## src/rtl/uart_tx_core_if.sv

```systemverilog
// Byte-in / serial-out bundle for uart_tx_core: valid/ready byte handshake plus line and status outputs.
interface uart_tx_core_if #(
    parameter int DATA_BITS = 8
);
    logic [DATA_BITS-1:0] data_i;
    logic                 valid_i;
    logic                 ready_o;
    logic                 tx_o;
    logic                 busy_o;
    logic                 done_o;

    modport master (
        output data_i, valid_i,
        input  ready_o, tx_o, busy_o, done_o
    );

    modport slave (
        input  data_i, valid_i,
        output ready_o, tx_o, busy_o, done_o
    );
endinterface

```

## src/rtl/uart_tx_core.sv

```systemverilog
// UART transmitter: start bit, LSB-first data, optional parity, 1-2 stop bits.
// The serial line is registered; done_o marks the first idle cycle after each frame.
module uart_tx_core #(
    parameter int DATA_BITS    = 8,
    parameter int CLKS_PER_BIT = 16,
    parameter int PARITY_EN    = 0,
    parameter int PARITY_ODD   = 0,
    parameter int STOP_BITS    = 1
) (
    input  logic          clk_i,
    input  logic          reset_i,
    uart_tx_core_if.slave bus
);
    localparam int CW = $clog2(CLKS_PER_BIT);
    localparam int BW = $clog2(DATA_BITS + 1);
    localparam logic [CW-1:0] BAUD_LAST = CW'(CLKS_PER_BIT - 1);
    localparam logic [BW-1:0] DATA_LAST = BW'(DATA_BITS - 1);
    localparam logic [BW-1:0] STOP_LAST = BW'(STOP_BITS - 1);
    localparam logic          PAR_ON    = (PARITY_EN != 0);
    localparam logic          ODD       = (PARITY_ODD != 0);

    typedef enum logic [2:0] {IDLE, START, DATA, PARITY, STOP} state_t;

    state_t               state_q, state_d;
    logic [CW-1:0]        baud_q, baud_d;
    logic [BW-1:0]        bit_q, bit_d;
    logic [DATA_BITS-1:0] sh_q, sh_d;
    logic                 par_q, par_d;
    logic                 tx_q, tx_d;
    logic                 done_q, done_d;
    logic                 bit_end;

    assign bit_end = (baud_q == BAUD_LAST);

    always_ff @(posedge clk_i or posedge reset_i) begin
        if (reset_i) begin
            state_q <= IDLE;
            baud_q  <= '0;
            bit_q   <= '0;
            sh_q    <= '0;
            par_q   <= 1'b0;
            tx_q    <= 1'b1;
            done_q  <= 1'b0;
        end else begin
            state_q <= state_d;
            baud_q  <= baud_d;
            bit_q   <= bit_d;
            sh_q    <= sh_d;
            par_q   <= par_d;
            tx_q    <= tx_d;
            done_q  <= done_d;
        end
    end

    always_comb begin
        state_d = state_q;
        baud_d  = baud_q;
        bit_d   = bit_q;
        sh_d    = sh_q;
        par_d   = par_q;
        unique case (state_q)
            IDLE: begin
                if (bus.valid_i) begin
                    state_d = START;
                    sh_d    = bus.data_i;
                    par_d   = (^bus.data_i) ^ ODD;
                end
            end
            START: begin
                if (bit_end) state_d = DATA;
            end
            DATA: begin
                if (bit_end) begin
                    if (bit_q == DATA_LAST) begin
                        state_d = PAR_ON ? PARITY : STOP;
                    end else begin
                        bit_d = bit_q + 1'b1;
                        sh_d  = sh_q >> 1;
                    end
                end
            end
            PARITY: begin
                if (bit_end) state_d = STOP;
            end
            STOP: begin
                if (bit_end) begin
                    if (bit_q == STOP_LAST) state_d = IDLE;
                    else                    bit_d   = bit_q + 1'b1;
                end
            end
            default: state_d = IDLE;
        endcase
        // Both counters restart on every state change so each state begins on a bit boundary.
        if (state_d != state_q) begin
            baud_d = '0;
            bit_d  = '0;
        end else if (state_q != IDLE) begin
            baud_d = bit_end ? '0 : baud_q + 1'b1;
        end
    end

    // The line level is derived from the next state so tx_q changes on the same edge as state_q.
    always_comb begin
        tx_d   = 1'b1;
        done_d = (state_q == STOP) && (state_d == IDLE);
        unique case (state_d)
            START:   tx_d = 1'b0;
            DATA:    tx_d = sh_d[0];
            PARITY:  tx_d = par_d;
            default: tx_d = 1'b1;
        endcase
    end

    assign bus.ready_o = (state_q == IDLE);
    assign bus.busy_o  = (state_q != IDLE);
    assign bus.tx_o    = tx_q;
    assign bus.done_o  = done_q;
endmodule
```

## src/flat_wrapper.sv

```systemverilog
// flat-port wrapper written by rule: the top's interface ports become plain ports
module uart_tx_core_flat 
#(
    parameter int DATA_BITS    = 8,
    parameter int CLKS_PER_BIT = 16,
    parameter int PARITY_EN    = 0,
    parameter int PARITY_ODD   = 0,
    parameter int STOP_BITS    = 1
)
  (clk_i, reset_i, bus_data_i, bus_valid_i, bus_ready_o, bus_tx_o, bus_busy_o, bus_done_o);
  uart_tx_core_if #(.DATA_BITS(DATA_BITS)) bus_i ();
  input  logic clk_i;
  input  logic reset_i;
  input wire logic [$bits(bus_i.data_i)-1:0] bus_data_i;
  input wire logic [$bits(bus_i.valid_i)-1:0] bus_valid_i;
  output wire logic [$bits(bus_i.ready_o)-1:0] bus_ready_o;
  output wire logic [$bits(bus_i.tx_o)-1:0] bus_tx_o;
  output wire logic [$bits(bus_i.busy_o)-1:0] bus_busy_o;
  output wire logic [$bits(bus_i.done_o)-1:0] bus_done_o;
  assign bus_i.data_i = bus_data_i;
  assign bus_i.valid_i = bus_valid_i;
  assign bus_ready_o = bus_i.ready_o;
  assign bus_tx_o = bus_i.tx_o;
  assign bus_busy_o = bus_i.busy_o;
  assign bus_done_o = bus_i.done_o;
  uart_tx_core #(.DATA_BITS(DATA_BITS), .CLKS_PER_BIT(CLKS_PER_BIT), .PARITY_EN(PARITY_EN), .PARITY_ODD(PARITY_ODD), .STOP_BITS(STOP_BITS)) u_core (.clk_i(clk_i), .reset_i(reset_i), .bus(bus_i));
endmodule
```

## config.mk

```make
export PLATFORM = sky130hd
export DESIGN_NAME = uart_tx_core_flat
export DESIGN_NICKNAME = d
export VERILOG_FILES = /design/src/rtl/uart_tx_core_if.sv /design/src/rtl/uart_tx_core.sv /design/src/flat_wrapper.sv
export SDC_FILE = /design/constraint.sdc
export NUM_CORES = 1
export LEC_CHECK = 0
export BUFFER_PORTS_ARGS = -buffer_cell sky130_fd_sc_hd__clkbuf_2
export CORE_MARGIN = 5
export CORE_UTILIZATION = 33
export DETAILED_ROUTE_END_ITERATION = 10
export PLACE_DENSITY = 0.55
export SYNTH_ARGS = -nofsm -noshare
export SYNTH_HDL_FRONTEND = slang
export SYNTH_SLANG_ARGS = --single-unit
```

## constraint.sdc

```tcl
create_clock -name clk_i -period 4.36 [get_ports clk_i]
set_input_delay 0 -clock clk_i [delete_from_list [all_inputs] [get_ports clk_i]]
set_output_delay 0 -clock clk_i [all_outputs]
set_load 0.1 [all_outputs]
```

==> results.md <==
- Run status: completed
- Vias in the first global route: 981
- Syn Std Cell Area: 0.001274 mm²
- Resized Gates After CTS: 0
- Avg Cell Area, Syn: 9.435 µm²
- Sequential area share after synthesis: 43.32%
- Clock sink total: 22
- Area grow syn2layout: 16.70%
- WP buf/inv: 0
- Cts bufs inserted: 3
- Tmin final: 1839 ps
- Setup crit start: u_core.baud_q[0]
- Worst setup SP type: flop
- Share of cells above drive strength 1: 18.83%
- Routed len/inst: 12.74 µm
- CTS max path bufs: 2
- CTS root buf: clkbuf_8
- Slew Limit Fails: 0
- Largest net degree at the start of global routing: 23
- Routed vias/inst: 5.084
- Place WS: 2535 ps
- Die footprint: 0.005202 mm²
- Routed vias: 1,027
- Hold WS: 92.76 ps
- Relative slew slack: 42.70%
- Max VDD drop: 0.09652 mV
- Setup TNS: 0 ps
- Worst Clk Skew: 1.178 ps
- WP data required: 4550 ps
- H-tree depth: 1
- Tot GR Track Use: 10.32%
- Least-Margin Pin Slew: 858.5 ps
- Total grt overflow: 0
- Initial Util: 34.53%
- Drt drc: 0
- Synth async-reset ratio: 100.0%
- CTS tree: done
- Leakage power: 0.7161 nW
- Beginning of the worst hold path: bus_valid_i
- Yosys top cell area share: 41.26%
- Post-synth EDFFs: 0
- CP Cell Sequence: ha_1, and3_1, a32o_1, o22ai_1, nand2_1, a21oi_1
- Top-level I/O count: 15
- Largest fanout on the critical path: 8
- CP endpoint kind: flop
- Post-synth cell types: 38
- Syn nets: 149
- Clk_lat worst skew: 270 ps
- Hold Violations, Final: 0
- Worst setup path class: flop to flop
- CP delay by family, top: compound AO/OA/AOI/OAI gates
- Ant. Diodes: 0
- Max cap viols: 0
- RR Startpoint: u_core.baud_q[0]
- # rows: 22
- RSZ-0062 raised after global routing: no
- Placer Congestion: 0.7374
- Post-CTS Setup Inserts: 0
- Syn Inst Count: 135
- Worst hold path class: input port to flop
- Core Region: 0.003689 mm²
- Fmax: 0.5437 GHz
- Detail Placement HPWL: 1.808 mm
- Synth Flop Type: dfrtp_1
- WL final: 2.574 mm
- Number of port buffers: 14
- Final setup fails: 0
- Synth Register Bits: 22
- Count leader, synth: nand2_1
- Initial antenna violation count: 0
- Slowest stage cell, crit path: dfrtp_1
- Post-synth top cells: 25 x nand2_1, 21 x dfrtp_1, 8 x a21oi_1, 8 x nor2_1, 8 x xnor2_1
- Max incr delay on CP: 430 ps
- Global-route wire length before repair: 4.229 mm
- Final net count: 169
- Crit share post-route: 42.19%
- Worst setup margin: 2521 ps
- Cell taking the most area after synthesis: dfrtp_1
- Clk pin slew, worst setup/hold paths: 80 ps
- Horiz. Die Dim: 72.13 µm
- WP data arrival: 2030 ps
- Die Span Y: 72.13 µm
- Power Total: 0.0004274 W
- Post-route ant nets: 0
- Synth area leaders: dfrtp_1 41%, nand2_1 7.4%, xnor2_1 5.5%
- Fin util: 40.30%
- TritonRoute pass-1 iters: 4
- Yosys warnings: 0
- Drt initial violations: 36
- PwrDens: 287.6 mW/mm²
## power breakdown
part,internal [W],switching [W],total [W]
Sequential,0.000204,0,0.000204
Clock,0.000123,0.0000722,0.000195
Combinational,0.0000150,0.0000136,0.0000286
Total,0.000342,0.0000858,0.000427
## cells in the final DEF (no fill, tap or decap), drive strengths merged
master / n
nand2: 25
dfrtp: 21
clkbuf: 17
nor2: 10
a21oi: 9
xnor2: 8
dlygate4sd3: 8
a22oi: 7
o21ai: 7
nand3: 6
inv: 4
and3: 3
nand3b: 3
xor2: 3
ha: 3
nand2b: 2
o22ai: 2
or3: 2
and2: 2
a32o: 2
and4: 1
and3b: 1
nor3b: 1
nor3: 1
and2b: 1
o32ai: 1
a2111oi: 1
or2: 1
bufinv: 1
dfstp: 1
## through the flow
stage,cells,area [µm²]
after global routing,202,1486
after floorplan,135,1274
after global placement,190,1335
after CTS,202,1486
after detailed placement,190,1335
final,202,1486
## worst min-delay path, cell delays in order
cell	delay, ps
clkbuf_2	120
nand2_1	120
nand2_1	80
## per-layer routing
metal / part of all wire [%] / wire [µm] / GRT usage, % / vias to the layer above
met5: 0 / 0 / 0 / -
met4: 1.7 / 45 / 6.889 / 0
met3: 3.0 / 76 / 2.216 / 4
met2: 50 / 1275 / 17.09 / 18
met1: 46 / 1176 / 11.88 / 500
li1: - / - / - / 505
## area by class of cell
class | instances | area, µm²
Tap cell | 48 | 60.06
Fill cell | 374 | 2202
Clock inverter | 1 | 30.03
Inverter | 4 | 22.52
Sequential cell | 22 | 551.8
Multi-Input combinational cell | 102 | 630.6
Timing Repair Buffer | 22 | 150.1
Clock buffer | 3 | 41.29
## sequential cells by signal (all words and copies together), names as in the netlist
signal	count
u_core.par_q	1
u_core.state_q	3
u_core.bus.done_o	1
u_core.bit_q	4
u_core.bus.tx_o	1
u_core.sh_q	8
u_core.baud_q	4
## logic make-up (layout without fill, tap and decap cells)
| group | count (synthesis) | in the layout | synth area share, % |
|---|---|---|---|
| flops | 22 | 22 | 43.32 |
| buf+inv | 11 | 30 | 7.171 |
| compound gates | 29 | 29 | 15.23 |
| xor+xnor | 11 | 11 | 7.564 |
| simple gates | 59 | 59 | 23.77 |
| fa+ha+maj | 3 | 3 | 2.947 |
## final timing paths
path                       slack, ps  depth (start not counted)                 to
max                             2520                          6    u_core.bit_q[1]
min                               90                          3  u_core.state_q[0]
min in group asynchronous        430                          3     u_core.sh_q[7]
min reg2reg                      480                          2     u_core.sh_q[2]
max reg2reg                     2520                          6    u_core.bit_q[1]
max in group asynchronous       3400                          3   u_core.baud_q[3]
## what timing repair did
action / CTS / global route
hold endpoints to repair: 28 / 0
hold buffers: 8 / 0
setup endpoints to repair: 0 / 0
Note: power is estimated with default switching activity, not from simulation.
